**config.mk**
```make
export PLATFORM = sky130hd
export DESIGN_NAME = ram_sdp_clr_flat
export DESIGN_NICKNAME = d
export VERILOG_FILES = /design/src/rtl/ram_sdp_clr_if.sv /design/src/rtl/ram_sdp_clr.sv /design/src/flat_wrapper.sv
export SDC_FILE = /design/constraint.sdc
export NUM_CORES = 1
export LEC_CHECK = 0
export CORE_MARGIN = 2
export CORE_UTILIZATION = 30
export CTS_BUF_LIST = sky130_fd_sc_hd__clkbuf_8
export CTS_CLUSTER_SIZE = 25
export DETAILED_ROUTE_END_ITERATION = 7
export PLACE_DENSITY = 0.44
export SYNTH_ARGS = -nofsm -noshare
export SYNTH_HDL_FRONTEND = slang
export SYNTH_SLANG_ARGS = --single-unit
```
**constraint.sdc**
```tcl
create_clock -name clk -period 2.29 [get_ports clk]
set_input_delay 0.229 -clock clk [delete_from_list [all_inputs] [get_ports clk]]
set_output_delay 0.229 -clock clk [all_outputs]
set_load 0.03 [all_outputs]
```
**src/rtl/ram_sdp_clr_if.sv**
```systemverilog
// Port bundle for ram_sdp_clr: one write port, one read port, clear request and status.
// Handshake: wr_en/rd_en/clr are single-cycle strobes accepted only while busy is low;
// a strobe presented while busy is high is dropped. rd_valid pulses once per accepted read.
interface ram_sdp_clr_if #(
  parameter int AW = 5,
  parameter int DW = 8
) ();
  logic          clr;
  logic          wr_en;
  logic [AW-1:0] wr_addr;
  logic [DW-1:0] wr_data;
  logic          rd_en;
  logic [AW-1:0] rd_addr;
  logic [DW-1:0] rd_data;
  logic          rd_valid;
  logic          busy;

  modport master (
    output clr, wr_en, wr_addr, wr_data, rd_en, rd_addr,
    input  rd_data, rd_valid, busy
  );

  modport slave (
    input  clr, wr_en, wr_addr, wr_data, rd_en, rd_addr,
    output rd_data, rd_valid, busy
  );
endinterface

```
**src/rtl/ram_sdp_clr.sv**
```systemverilog
// Simple-dual-port RAM with registered write-first read and a hardware clear sequencer.
// Define RAM_SDP_OUTREG_EN to add a second output register (read latency 2).
module ram_sdp_clr #(
  parameter int AW = 5,
  parameter int DW = 8
) (
  input  logic          clk,
  input  logic          rst,
  ram_sdp_clr_if.slave  bus,
  output logic          dbg_state_o
);
  localparam int DEPTH = 1 << AW;

  typedef enum logic [0:0] {
    ST_IDLE  = 1'b0,
    ST_CLEAR = 1'b1
  } state_e;

  state_e        state_q;
  logic [AW-1:0] cnt_q;
  logic [AW-1:0] cnt_d;
  logic [DW-1:0] rd_data_q;
  logic          rd_valid_q;

  logic [DW-1:0] mem [DEPTH];

  logic          clearing;
  logic          acc_ok;
  logic          mem_we;
  logic [AW-1:0] mem_waddr;
  logic [DW-1:0] mem_wdata;
  logic          rd_fire;
  logic          rd_fwd;
  logic [DW-1:0] rd_word;

  // A clr request takes priority over any access strobed in the same cycle.
  always_comb begin
    clearing  = (state_q == ST_CLEAR);
    acc_ok    = (state_q == ST_IDLE) && !bus.clr;
    cnt_d     = cnt_q + 1'b1;
    mem_we    = !rst && (clearing || (acc_ok && bus.wr_en));
    mem_waddr = clearing ? cnt_q : bus.wr_addr;
    mem_wdata = clearing ? '0 : bus.wr_data;
    rd_fire   = acc_ok && bus.rd_en;
    rd_fwd    = rd_fire && bus.wr_en && (bus.wr_addr == bus.rd_addr);
    rd_word   = rd_fwd ? bus.wr_data : mem[bus.rd_addr];
  end

  always_ff @(posedge clk) begin
    if (mem_we) begin
      mem[mem_waddr] <= mem_wdata;
    end
  end

  always_ff @(posedge clk) begin
    if (rst) begin
      state_q    <= ST_CLEAR;
      cnt_q      <= '0;
      rd_data_q  <= '0;
      rd_valid_q <= 1'b0;
    end else begin
      case (state_q)
        ST_CLEAR: begin
          rd_valid_q <= 1'b0;
          // Counter stops on the last word; it is reloaded on the next clear.
          if (cnt_q == '1) begin
            state_q <= ST_IDLE;
            cnt_q   <= '0;
          end else begin
            cnt_q <= cnt_d;
          end
        end
        default: begin
          if (bus.clr) begin
            state_q    <= ST_CLEAR;
            cnt_q      <= '0;
            rd_valid_q <= 1'b0;
          end else begin
            rd_valid_q <= rd_fire;
            if (rd_fire) begin
              rd_data_q <= rd_word;
            end
          end
        end
      endcase
    end
  end

`ifdef RAM_SDP_OUTREG_EN
  logic [DW-1:0] rd_data2_q;
  logic          rd_valid2_q;

  // Runs independently of the FSM so a read issued just before a clear still drains.
  always_ff @(posedge clk) begin
    if (rst) begin
      rd_data2_q  <= '0;
      rd_valid2_q <= 1'b0;
    end else begin
      rd_valid2_q <= rd_valid_q;
      if (rd_valid_q) begin
        rd_data2_q <= rd_data_q;
      end
    end
  end

  assign bus.rd_data  = rd_data2_q;
  assign bus.rd_valid = rd_valid2_q;
`else
  assign bus.rd_data  = rd_data_q;
  assign bus.rd_valid = rd_valid_q;
`endif

  assign bus.busy    = (state_q == ST_CLEAR);
  assign dbg_state_o = state_q;
endmodule

```
**src/flat_wrapper.sv**
```systemverilog
// flat-port wrapper written by rule: the top's interface ports become plain ports
module ram_sdp_clr_flat 
#(
  parameter int AW = 5,
  parameter int DW = 8
)
  (clk, rst, dbg_state_o, bus_clr, bus_wr_en, bus_wr_addr, bus_wr_data, bus_rd_en, bus_rd_addr, bus_rd_data, bus_rd_valid, bus_busy);
  ram_sdp_clr_if #(.AW(AW), .DW(DW)) bus_i ();
  input  logic clk;
  input  logic rst;
  output logic dbg_state_o;
  input wire logic [$bits(bus_i.clr)-1:0] bus_clr;
  input wire logic [$bits(bus_i.wr_en)-1:0] bus_wr_en;
  input wire logic [$bits(bus_i.wr_addr)-1:0] bus_wr_addr;
  input wire logic [$bits(bus_i.wr_data)-1:0] bus_wr_data;
  input wire logic [$bits(bus_i.rd_en)-1:0] bus_rd_en;
  input wire logic [$bits(bus_i.rd_addr)-1:0] bus_rd_addr;
  output wire logic [$bits(bus_i.rd_data)-1:0] bus_rd_data;
  output wire logic [$bits(bus_i.rd_valid)-1:0] bus_rd_valid;
  output wire logic [$bits(bus_i.busy)-1:0] bus_busy;
  assign bus_i.clr = bus_clr;
  assign bus_i.wr_en = bus_wr_en;
  assign bus_i.wr_addr = bus_wr_addr;
  assign bus_i.wr_data = bus_wr_data;
  assign bus_i.rd_en = bus_rd_en;
  assign bus_i.rd_addr = bus_rd_addr;
  assign bus_rd_data = bus_i.rd_data;
  assign bus_rd_valid = bus_i.rd_valid;
  assign bus_busy = bus_i.busy;
  ram_sdp_clr #(.AW(AW), .DW(DW)) u_core (.clk(clk), .rst(rst), .bus(bus_i), .dbg_state_o(dbg_state_o));
endmodule
```
Word level (Yosys, flattened, before mapping)

Memory sizes are Yosys's and may differ from the RTL's. A register that Yosys moved wholly into a read port is not among the register bits.
Cells that the tools add are included.

Bits in registers: 7
Memory bits (writable): 256
Bits of input ports: 23
Output and inout port bits: 11
Logic and storage cells: 28
Memories: 1

$add $sub $neg: 1
Equal/unequal tests: 1
Multiplexer cells: 10
Bitwise operators: 2
Reductions and logical operators: 10

Memories:

| name       | words | bits a word | read ports | clocked after memory_dff | write ports | line              | text |
|---|---|---|---|---|---|---|---|
| u_core.mem | 32    | 8           | 1          | 1                        | 1           | ram_sdp_clr.sv:25 | `logic [DW-1:0] mem [DEPTH];` |

Operators with widths:

| cell                                                           | count |
|---|---|
| 5-bit 2-to-1 mux                                               | 4 |
| 8-bit 2-to-1 mux                                               | 1 |
| 5-bit by 1-bit adder with 5-bit output (second input constant) | 1 |
| 5-bit == test (second input constant)                          | 1 |
| 1-bit 2-to-1 mux                                               | 5 |
| 1-bit logical AND                                              | 4 |
| 3-bit AND reduction                                            | 1 |
| 3-bit OR reduction                                             | 1 |
| 1-bit zero test                                                | 2 |
| 1-bit inverter                                                 | 2 |
| 2-bit nonzero test                                             | 1 |
| 1-bit logical OR                                               | 1 |

Longest topological paths before layout

Gate-level depths: netlist of run 1.

Word-level depth: 7
Gate-level depth with buffers: 8
Mapped depth without buffers: 7

Worst setup path before layout of run 1

Ideal clock, no wire load.

Kind: flip-flop to flip-flop
From: register u_core.state_q (netlist: u_core.bus.busy)
To: memory u_core.mem[0][0], enable pin
Setup time: 0.370 ns
Arrival: 2.075 ns
Required time: 1.920 ns
Slack: -0.156 ns
Cell stages (with the launch flop): 7
Path buffers: 3
Clock period less this slack: 2.446 ns
Path through: dfxtp_1 buf_6 clkbuf_1 buf_2 mux2i_1 nand3_1 nor2_1

Cells in the longest elaborated chain, start to end: 7
Elaborated cells on any way between the ends: 8
Classes of those cells: mux: 3; bitwise: 1; reduce/logical: 4

RTL lines:

| item                                   | line              | text |
|---|---|---|
| from (decl)                            | ram_sdp_clr.sv:19 | `state_e state_q;` |
| from (signal assigned)                 | ram_sdp_clr.sv:57 | `state_q <= ST_CLEAR;` |
| from (signal assigned)                 | ram_sdp_clr.sv:67 | `state_q <= ST_IDLE;` |
| from (signal assigned)                 | ram_sdp_clr.sv:75 | `state_q <= ST_CLEAR;` |
| 1-bit inverter                         | ram_sdp_clr.sv:39 | `acc_ok = (state_q == ST_IDLE) && !bus.clr;` |
| 1-bit logical AND                      | ram_sdp_clr.sv:39 |  |
| 1-bit logical AND                      | ram_sdp_clr.sv:41 | `mem_we = !rst && (clearing \|\| (acc_ok && bus.wr_en));` |
| 1-bit logical OR                       | ram_sdp_clr.sv:41 |  |
| 1-bit logical AND                      | ram_sdp_clr.sv:41 |  |
| 1-bit 2-to-1 mux                       | ram_sdp_clr.sv:50 | `if (mem_we) begin` |
| 1-bit 2-to-1 mux (implied by the code) | ram_sdp_clr.sv:51 | `mem[mem_waddr] <= mem_wdata;` |
| to (decl)                              | ram_sdp_clr.sv:25 |  |

Several ways; a longest one is shown, not always the timed one.

Final worst setup path of run 1

From: register u_core.state_q (netlist: u_core.bus.busy)
To: output port dbg_state_o

RTL lines:

| item      | line               | text |
|---|---|---|
| to (decl) | flat_wrapper.sv:11 | `output logic dbg_state_o;` |

No word-level cell between the ends.

==> results of run 1 <==
==> stage by stage <==
step	cell area [um^2]	cells	TNS (ns)	hold slack (ns)	worst slack, ns
after global routing	13480	1290	0	0.3637	0.01351
final	13480	1290	0	0.3376	0.09550
after global placement	12610	1207	-2.281	0.5205	-0.1768
after CTS	13480	1290	0	0.3127	0.05760
after detailed placement	12610	1207	-1.649	0.5185	-0.1601
after floorplan	11150	655	0	0.3546	0.002607
==> power groups by stage <==
stage,clock [mW],sequential (mW),combinational [mW]
5_1_grt,4.46,5.39,0.585
3_5_place_dp,0,5.49,0.553
3_3_place_gp,0,5.49,0.554
6_report,4.08,5.39,0.550
4_1_cts,4.22,5.39,0.555
2_1_floorplan,0,5.48,0.339
==> path summary, 6_finish.rpt <==
| path | startpoint | to | slack [ns] | cells after the start |
|---|---|---|---|---|
| max | u_core.bus.busy | dbg_state_o | 0.1 | 2 |
| min | rst | u_core.cnt_q[0] | 0.34 | 2 |
| max reg2reg | u_core.bus.busy | u_core.mem[25][7] | 0.13 | 7 |
| min reg2reg | u_core.bus.rd_data[6] | u_core.bus.rd_data[6] | 0.53 | 2 |
==> area by class of cell <==
cell class,count,area (um^2)
Clock buffer,51,701.9
Multi-Input combinational cell,344,2910
Fill cell,3423,23130
Timing Repair Buffer,119,1109
Inverter,5,18.77
Sequential cell,271,7989
Tap cell,468,585.6
Clock inverter,32,165.2
==> registers in the layout (all words and copies together) (netlist names) <==
register,count
u_core.cnt_q,5
u_core.bus.rd_data,8
u_core.bus.busy,1
u_core.bus.rd_valid,1
u_core.mem,256
==> cells by family after synthesis <==
group	Yosys count	share of synthesized area (%)
mux	104	13.13
xor+xnor	5	0.3935
buf+inv	40	2.383
simple gates	136	6.082
flops	271	71.76
compound gates	97	6.025
fa+ha+maj	2	0.2248
==> worst reg2reg max path, stage by stage (launching register included) <==
cell     delay [ns]
dfxtp_2        0.48
inv_1          0.18
a21oi_1        0.17
buf_4          0.17
o21ai_1        0.10
buf_4          0.21
nor2_1         0.30
buf_4          0.25
==> cells in the final DEF (no fill, tap or decap), types with 10 or more instances in the layout <==
master and count:
a21oi_1 10, buf_12 11, buf_4 76, clkbuf_8 51, clkdlybuf4s50_1 30, clkinv_1 16, dfxtp_1 14, edfxtp_1 256
inv_1 14, mux2_2 48, mux2i_1 28, mux4_2 22, nand2_1 27, nor2_1 42, nor3_1 11, o21ai_0 14
o22ai_1 19
==> repair_timing <==
action	in CTS	in global routing
buffers inserted	0	0
resized for setup	0	1
setup endpoints to repair	0	1
==> layer usage <==
layer / global-route usage [%] / part of all wire (%) / vias to the layer above
met5: 0 / 0 / -
met4: 6.099 / 3.2 / 0
met3: 2.550 / 3.8 / 58
met2: 25.79 / 47 / 169
met1: 21.18 / 46 / 3213
li1: - / - / 2892
==> summary.md, run 1 <==
| Metric | Value |
|---|---|
| Outcome | finished, final reports clean |
| Kind of critical path | reg2out |
| Vias | 6332 |
| Vias/cell | 4.909 |
| Post-layout util | 36.82% |
| Yosys cell types | 54 |
| Sequential Power Share | 53.8% |
| DRC | 0 |
| Clock network power share | 40.7% |
| Unrepaired setup endpoints after global routing | no |
| Final Max Slew Viols | 0 |
| Std-Cell Rows | 70 |
| Worst Max-Slew Pin Slew | 0.6660 ns |
| Global route overflow | 0 |
| Die W | 196.6 um |
| CP Max Fanout | 10 |
| Final setup vio count | 0 |
| Peak supply drop | 0.0003647 V |
| Most common cell in the synthesized netlist | edfxtp_1 |
| Internal power | 7.789 mW |
| Initial antenna violation count | 0 |
| Power Total | 10.02 mW |
| Post-synth top flop | edfxtp_1 |
| GR Util All Layers | 15.78% |
| Wire length per cell | 23.38 um |
| Area contributors post-synth | edfxtp_1, mux2_2, mux4_2, dfxtp_1, mux2i_1 |
| Syn_area_per_cell | 16.99 um^2 |
| EDFF count, synth | 256 |
| Combinational share of power | 5.5% |
| Hold crit path type | in2reg |
| Drt total wl | 30160 um |
| CP max-delay cell | clkdlybuf4s50_1 |
| Die Area | 38660 um^2 |
| Layout cells sized above 1 | 28.59% |
| PwrDens | 743.6 nW/um^2 |
| P_leak | 4.552 nW |
| CTS H-tree lvls | 2 |
| Drt pass-1 iters | 5 |
| Clock Sinks | 271 |
| Number of buffers and inverters on the critical path | 2 |
| Synth Register Bits | 271 |
| Syn-to-layout area delta | 21.10% |
| CP Cell Sequence | buf_4 > clkdlybuf4s50_1 |
| Critical Path Max Stage Delay | 0.68 ns |
| Mapped Area | 11130 um^2 |
| Slew HR | 55.40% |
| Crit end category | output pin |
| Final Hold Vio Count | 0 |
| Initial Util | 30.40% |
| Mapped Nets | 680 |
| Post-synth ARST share | 0% |
| Worst-skew pair later-pin latency | 0.56 ns |
| Arr. time, crit path | 1.97 ns |
| Layout Nets | 813 |
| Post-synth top cells | edfxtp_1, mux2_2, nor2_1 |
| Clock root buffer | clkbuf_8 |
| Antenna Nets Post-Route | 0 |
| CP Launch Type | register |
| Net Switching | 2.234 mW |
| Fmax | 455.7 MHz |
| Post-synth top area share | 69.06% |
| Net Sw Frac | 22.29% |
| Fin crit share | 95.83% |
| First-pass GRT wire length | 44220 um |
| Ys Warns | 0 |
| WP data required | 2.06 ns |
| Fin crit period | 2.194 ns |
| Maxcap violations | 0 |
| TritonCTS clock tree | done |
| CP delay by family, top | buffers and inverters |
| Syn Inst Count | 655 |
| Post-DP HPWL | 20740 um |
| Hold-fix buffers, CTS | 0 |
| Yosys top cell by area | edfxtp_1 |
| Clk slew on worst S/H paths | 0.06 ns |
| Area of the core | 36610 um^2 |
| Number of CTS-inserted buffers | 47 |
| Vias in the first global route | 6715 |
| Top Ports | 34 |
| Die Y | 196.6 um |
| Clock Tree Buf Depth | 3 |
| Buffers on Ports | 33 |
| DR iter-0 viols | 497 |
| Largest net degree at the start of global routing | 34 |
| Seq/Total Area, Yosys | 71.76% |
| # diodes | 0 |
| RD Place Congestion | 0.9214 |
| Layout Skew | 0.02280 ns |
Power figures use the tool's default switching activity.
==> run 2, diff against run 1 <==
--- a/config.mk
+++ b/config.mk
@@ -5,11 +5,13 @@
 export SDC_FILE = /design/constraint.sdc
 export NUM_CORES = 1
 export LEC_CHECK = 0
+export CAP_MARGIN = 20
 export CORE_MARGIN = 2
 export CORE_UTILIZATION = 30
 export CTS_BUF_LIST = sky130_fd_sc_hd__clkbuf_8
 export CTS_CLUSTER_SIZE = 25
 export DETAILED_ROUTE_END_ITERATION = 7
+export MAX_ROUTING_LAYER = met4
 export PLACE_DENSITY = 0.44
 export SYNTH_ARGS = -nofsm -noshare
 export SYNTH_HDL_FRONTEND = slang
==> run 2 against run 1 <==
Against the previous run: global-route usage increased by 0.25 points; flip-flop and latch count stayed put; combinational power is 1% higher; worst setup slack improved by 0.018 ns; largest power group unchanged; non-clock buffer count is 7 higher; die area stayed put; design area grew 0.47%; sequential share of layout area is 0.26 points lower; total power rose by 1.7%; clock power up 4%.
==> summary.md, run 2 (synthesized netlist as in run 1, its figures left out) <==
| Metric | Value |
|---|---|
| Outcome | finished, final reports clean (unchanged) |
| Area of the core | 36610 um^2 (unchanged) |
| CTS H-tree lvls | 2 (unchanged) |
| Critical path launch point | u_core.bus.busy (unchanged) |
| Die Y | 196.6 um (unchanged) |
| Clock root buffer | clkbuf_8 (unchanged) |
| Vias | 6362 (was 6332) |
| Worst reg-to-reg setup slack | 0.11 ns (was 0.13 ns) |
| Std-Cell Rows | 70 (unchanged) |
| DRC | 0 (unchanged) |
| Reg-to-Reg Start | u_core.bus.busy (unchanged) |
| Kind of critical path | reg2reg (was reg2out) |
| Clock Tree Buf Depth | 3 (unchanged) |
| Hold Path Depth | 2 (unchanged) |
| Worst Max-Slew Pin Slew | 0.6351 ns (was 0.6660 ns) |
| CP Cell Sequence | buf_4 > inv_1 > a21oi_1 > buf_4 > o21ai_1 > buf_12 > nor2_1 > buf_4 (was buf_4 > clkdlybuf4s50_1) |
| Die Area | 38660 um^2 (unchanged) |
| GR Util All Layers | 16.03% (was 15.78%) |
| P_leak | 4.626 nW (was 4.552 nW) |
| Number of CTS-inserted buffers | 46 (was 47) |
| Syn-to-layout area delta | 21.67% (was 21.10%) |
| Power Total | 10.20 mW (was 10.02 mW) |
| CP Launch Type | register (unchanged) |
| Hold crit path type | in2reg (unchanged) |
| Unrepaired setup endpoints after global routing | no (unchanged) |
| # fillers | 3437 (was 3423) |
| Final setup vio count | 0 (unchanged) |
| R2r endpoint | u_core.mem[24][3] (was u_core.mem[25][7]) |
| Global route overflow | 0 (unchanged) |
| Layout Skew | 0.03332 ns (was 0.02280 ns) |
| Largest net degree at the start of global routing | 33 (was 34) |
| Most frequent cells in the layout | edfxtp_1, buf_4, clkbuf_8 (unchanged) |
| Die W | 196.6 um (unchanged) |
| TritonCTS clock tree | done (unchanged) |
| Critical Path Max Stage Delay | 0.45 ns (was 0.68 ns) |
| Initial Util | 30.40% (unchanged) |
| Layout cells sized above 1 | 29.79% (was 28.59%) |
| Hold Slack | 0.3390 ns (was 0.3376 ns) |
| Largest Register | u_core.mem (unchanged) |
| First-pass GRT wire length | 43660 um (was 44220 um) |
| Antenna Nets Post-Route | 0 (unchanged) |
| WP data required | 2.56 ns (was 2.06 ns) |
| Clk slew on worst S/H paths | 0.06 ns (about the same) |
| Post-DP HPWL | 20900 um (was 20740 um) |
| Arr. time, crit path | 2.45 ns (was 1.97 ns) |
| DR iter-0 viols | 538 (was 497) |
| Wire length per cell | 22.99 um (was 23.38 um) |
| Crit end category | register (was output pin) |
| Fin crit period | 2.176 ns (was 2.194 ns) |
| CP Max Fanout | 14 (was 10) |
| Number of buffers and inverters on the critical path | 5 (was 2) |
| Sequential cell area | 7991 um^2 (was 7989 um^2) |
| PwrDens | 752.8 nW/um^2 (was 743.6 nW/um^2) |
| Buffers on Ports | 33 (unchanged) |
| Drt total wl | 29820 um (was 30160 um) |
| Worst hold endpoint | u_core.cnt_q[0] (unchanged) |
| Layout Nets | 819 (was 813) |
| Area of the multi-input gates | 2913 um^2 (was 2910 um^2) |
| Critical Path Most Common Cell | buf_4 |
| CP max-delay cell | dfxtp_4 (was clkdlybuf4s50_1) |
| Fin crit share | 95.03% (was 95.83%) |
| Worst-skew pair later-pin latency | 0.58 ns (was 0.56 ns) |
| Setup TNS | 0 ns (unchanged) |
| Hold path startpoint | rst (unchanged) |
| Top Ports | 34 (unchanged) |
| Most common cell after layout, fill and taps aside | edfxtp_1 (unchanged) |
| Worst r2r path cells | 8 (was 7) |
| Vias/cell | 4.905 (was 4.909) |
| # diodes | 0 (unchanged) |
| Slew HR | 57.47% (was 55.40%) |
| RD Place Congestion | 0.9378 (was 0.9214) |
| CP delay by family, top | buffers and inverters (unchanged) |
| Maxcap violations | 0 (unchanged) |
| Post-CTS Setup Bufs | 0 (unchanged) |
| Final Max Slew Viols | 0 (unchanged) |
| Max FFs per register | 256 (unchanged) |
| Drt pass-1 iters | 6 (was 5) |
| Peak supply drop | 0.0003231 V (was 0.0003647 V) |
| Clock Sinks | 271 (unchanged) |
| Final Hold Vio Count | 0 (unchanged) |
| Fmax | 459.5 MHz (was 455.7 MHz) |
| Vias in the first global route | 6634 (was 6715) |
| Initial antenna violation count | 0 (unchanged) |
run 2: changes by cell type in the layout (fill, tap and decap cells not counted), moves of 2 or more:
cell           previous run  this run
buf_4                    76        85
buf_12                   11         9
clkinv_1                 16        11
clkinv_2                  2         7
clkbuf_8                 51        53
clkinvlp_4                3         0
dlygate4sd2_1             0         2
run 2: worst max path at each step:
stage	endpoint	slack, ns	cells past startpoint
2_1_floorplan	u_core.mem[1][0]	0.003	6
3_3_place_gp	u_core.mem[24][2]	-0.05	8
3_5_place_dp	u_core.bus.rd_data[5]	-0.04	6
4_1_cts	u_core.mem[24][5]	0.01	8
5_1_grt	u_core.mem[24][5]	0.01	8
6_report	u_core.mem[24][3]	0.11	8
run 2: layer usage:
| layer | vias up | track usage (%) | part of all wire [%] |
|---|---|---|---|
| met2 | 168 | 25.43 | 47 |
| li1 | 2903 | - | - |
| met1 | 3224 | 20.43 | 45 |
| met3 | 67 | 2.738 | 4.5 |
| met4 | 0 | 6.823 | 3.5 |
| met5 | - | - | 0 |
run 2: report_power, final:
part | switching, mW | internal, mW
Combinational | 0.295 | 0.262
Sequential | 0.0158 | 5.37
Clock | 1.92 | 2.33
Total | 2.23 | 7.96
run 2: area by class of cell:
cell class / instances / area share [%]
inverters: 5 / 0.1386
clock inverters: 30 / 1.284
clock buffers: 53 / 5.386
well taps: 468 / 4.324
repair buffers: 126 / 8.352
flip-flops and latches: 271 / 59.01
multi-input cells: 344 / 21.51
run 2: metrics by stage:
stage | utilization [%] | cells | setup WS (ns) | area, um^2
after CTS | 36.98 | 1297 | 0.01477 | 13540
after detailed placement | 34.52 | 1214 | -0.04274 | 12640
final | 36.99 | 1297 | 0.1137 | 13540
after global placement | 34.52 | 1214 | -0.04809 | 12640
after floorplan | - | 655 | 0.002607 | 11150
after global routing | 36.99 | 1297 | 0.01251 | 13540
run 2: timing repair:
item / CTS / global route
endpoints found under the setup margin: 2 / 47
gates resized for setup: 2 / 2
hold buffers: 0 / 0
cloned: 0 / 0
==> run 3, diff against run 2 <==
--- a/config.mk
+++ b/config.mk
@@ -11,6 +11,7 @@
 export CTS_BUF_LIST = sky130_fd_sc_hd__clkbuf_8
 export CTS_CLUSTER_SIZE = 25
 export DETAILED_ROUTE_END_ITERATION = 7
+export GPL_TIMING_DRIVEN = 0
 export MAX_ROUTING_LAYER = met4
 export PLACE_DENSITY = 0.44
 export SYNTH_ARGS = -nofsm -noshare
==> run 3 against run 2 <==
Against the previous run: the flow now finishes with violations (negative setup slack); non-clock buffer count is 46 lower; core utilization is 0.17 points higher; design area is 0.45% higher; first-iteration DRC count is 26% lower; register-to-register slack worse by 0.12 ns; clock power is 6.8% higher; largest power group unchanged; critical endpoint is now u_core.mem[27][3]; critical path depth is 3 lower; final cell count is 3.6% lower; critical path type unchanged; die area stayed put; largest cell class unchanged; combinational power is 4.1% higher.
==> summary.md, run 3 (synthesized netlist as in run 1, its figures left out) <==
| Metric | Value |
|---|---|
| Syn-to-layout area delta | 22.22% (was 21.67%) |
| Placed cell areas | 12090 um^2 (was 12640 um^2) |
| Non-Filler Instances | 1250 (was 1297) |
| P_leak | 4.406 nW (was 4.626 nW) |
| Wire length per cell | 23.07 um (was 22.99 um) |
| DR iter-0 viols | 396 (was 538) |
| Initial Util | 30.40% (unchanged) |
| Slew HR | 31.90% (was 57.47%) |
| Maxcap violations | 0 (unchanged) |
| Min setup slack post-route | -0.008761 ns (was 0.1137 ns) |
| Power Total | 10.50 mW (was 10.20 mW) |
| # diodes | 0 (unchanged) |
| Most frequent cells in the layout | edfxtp_1, mux2_2, clkbuf_8 (was edfxtp_1, buf_4, clkbuf_8) |
| TritonCTS clock tree | done (unchanged) |
| Worst Max-Slew Pin Slew | 1.019 ns (was 0.6351 ns) |
| Final Hold Vio Count | 0 (unchanged) |
| Initial antenna violation count | 0 (unchanged) |
| Clock root buffer | clkbuf_8 (unchanged) |
| Reg-to-Reg Start | u_core.bus.busy (unchanged) |
| Largest Register | u_core.mem (unchanged) |
| Final Max Slew Viols | 0 (unchanged) |
| Vias/cell | 4.999 (was 4.905) |
| Max FFs per register | 256 (unchanged) |
| Top Ports | 34 (unchanged) |
| Final setup vio count | 7 (was 0) |
| Global route overflow | 0 (unchanged) |
| Placed Instances | 1153 (was 1214) |
| Final non-filler cell area | 13600 um^2 (was 13540 um^2) |
| R2r endpoint | u_core.mem[27][3] (was u_core.mem[24][3]) |
| Fin crit share | 100.4% (was 95.03%) |
| Area of the core | 36610 um^2 (unchanged) |
| Hold crit path type | in2reg (unchanged) |
| Buffers on Ports | 29 (was 33) |
| CP Launch Type | register (unchanged) |
| Fmax | 435.0 MHz (was 459.5 MHz) |
| Layout Skew | 0.04438 ns (was 0.03332 ns) |
| GR Util All Layers | 15.72% (was 16.03%) |
| Drt total wl | 28830 um (was 29820 um) |
| Crit end category | register (unchanged) |
| Antenna Nets Post-Route | 0 (unchanged) |
| WP data required | 2.54 ns (was 2.56 ns) |
| Die Y | 196.6 um (unchanged) |
| Layout Nets | 771 (was 819) |
| Clock Sinks | 271 (unchanged) |
| RD Place Congestion | 0.8237 (was 0.9378) |
| Clock Tree Buf Depth | 3 (unchanged) |
| Number of CTS-inserted buffers | 44 (was 46) |
| Die W | 196.6 um (unchanged) |
| DRC | 0 (unchanged) |
| Unrepaired setup endpoints after global routing | yes (was no) |
| PwrDens | 772.0 nW/um^2 (was 752.8 nW/um^2) |
| Layout cells sized above 1 | 30.43% (was 29.79%) |
| Worst-skew pair later-pin latency | 0.59 ns (was 0.58 ns) |
| Clk slew on worst S/H paths | 0.07 ns (was 0.06 ns) |
| Largest net degree at the start of global routing | 34 (was 33) |
| Worst r2r path cells | 5 (was 8) |
| Critical path destination | u_core.mem[27][3] (was u_core.mem[24][3]) |
| Post-layout util | 37.16% (was 36.99%) |
| Drt pass-1 iters | 5 (was 6) |
| Die Area | 38660 um^2 (unchanged) |
| Post-DP HPWL | 19160 um (was 20900 um) |
| Arr. time, crit path | 2.54 ns (was 2.45 ns) |
| Critical path launch point | u_core.bus.busy (unchanged) |
| Outcome | finished, violations left (was finished, final reports clean) |
| Peak supply drop | 0.0003508 V (was 0.0003231 V) |
| Kind of critical path | reg2reg (unchanged) |
| Fin crit period | 2.299 ns (was 2.176 ns) |
| Dpl ws | -1.101 ns (was -0.04274 ns) |
| Setup TNS | -0.03352 ns (was 0 ns) |
| Worst reg-to-reg setup slack | -0.009 ns (was 0.11 ns) |
| Std-Cell Rows | 70 (unchanged) |
| Vias | 6249 (was 6362) |
| Most common cell after layout, fill and taps aside | edfxtp_1 (unchanged) |
| First-pass GRT wire length | 43060 um (was 43660 um) |
| Vias in the first global route | 6631 (was 6634) |
| CTS H-tree lvls | 2 (unchanged) |
| CP Max Fanout | 8 (was 14) |
| # fillers | 3374 (was 3437) |
| Hold Slack | 0.3899 ns (was 0.3390 ns) |
| Failing checks | negative setup slack |
[run 3: cell count changes in the layout (fill, tap and decap cells not counted), moves of 7 or more]
cell | before | now
clkinv_2 | 7 | 14
clkbuf_1 | 0 | 8
buf_4 | 85 | 6
nor2_1 | 41 | 14
buf_6 | 0 | 7
nor2_4 | 1 | 30
clkbuf_8 | 53 | 45
buf_2 | 1 | 11
[run 3: layer usage]
metal | wire length (um) | global-route usage, % | share of wire (%)
met5 | 0 | - | 0
met4 | 595 | 5.124 | 2.1
met3 | 1154 | 2.841 | 4.0
met2 | 14200 | 25.53 | 49
met1 | 12890 | 20.06 | 45
[run 3: critical path, cell delays in order, from the launching register on]
cell	delay, ns
dfxtp_2	0.35
buf_6	0.15
inv_1	0.12
a21oi_2	0.48
nand2_2	0.46
nor2_4	0.39
[run 3: final cells by class]
| cell class | count | area, um^2 | share of cell area [%] |
|---|---|---|---|
| buffer | 34 | 245.2 | 1.803 |
| clock buffer | 45 | 619.3 | 4.553 |
| clock inverter | 37 | 335.3 | 2.465 |
| inverter | 5 | 18.77 | 0.1380 |
| multi-input combinational | 344 | 3221 | 23.67 |
| sequential | 271 | 7989 | 58.72 |
| tap | 468 | 585.6 | 4.304 |
| timing repair buffer | 46 | 590.6 | 4.341 |
[run 3: worst min-delay path by stage]
stage               cells after the start               endpoint             startpoint  slack, ns
global route                            3        u_core.bus.busy                bus_clr       0.39
finish                                  3        u_core.bus.busy                bus_clr       0.39
CTS                                     3        u_core.bus.busy                bus_clr       0.33
global placement                        2  u_core.bus.rd_data[3]  u_core.bus.rd_data[3]       0.46
detailed placement                      2  u_core.bus.rd_data[0]  u_core.bus.rd_data[0]       0.47
floorplan                               2        u_core.bus.busy                bus_clr       0.35
[run 3: timing repair]
item / in CTS / in global routing
hold buffers: 1 / 0
pin swaps: 13 / 1
setup endpoints to repair: 257 / 165
gates resized for setup: 71 / 3
buffers inserted: 14 / 1
hold endpoints to repair: 2 / 0
cloned: 0 / 0
[run 3: report_power, final]
part | switching (mW) | total (mW) | internal (mW)
clock network | 1.99 | 4.54 | 2.55
logic | 0.331 | 0.580 | 0.249
registers | 0.00892 | 5.38 | 5.37
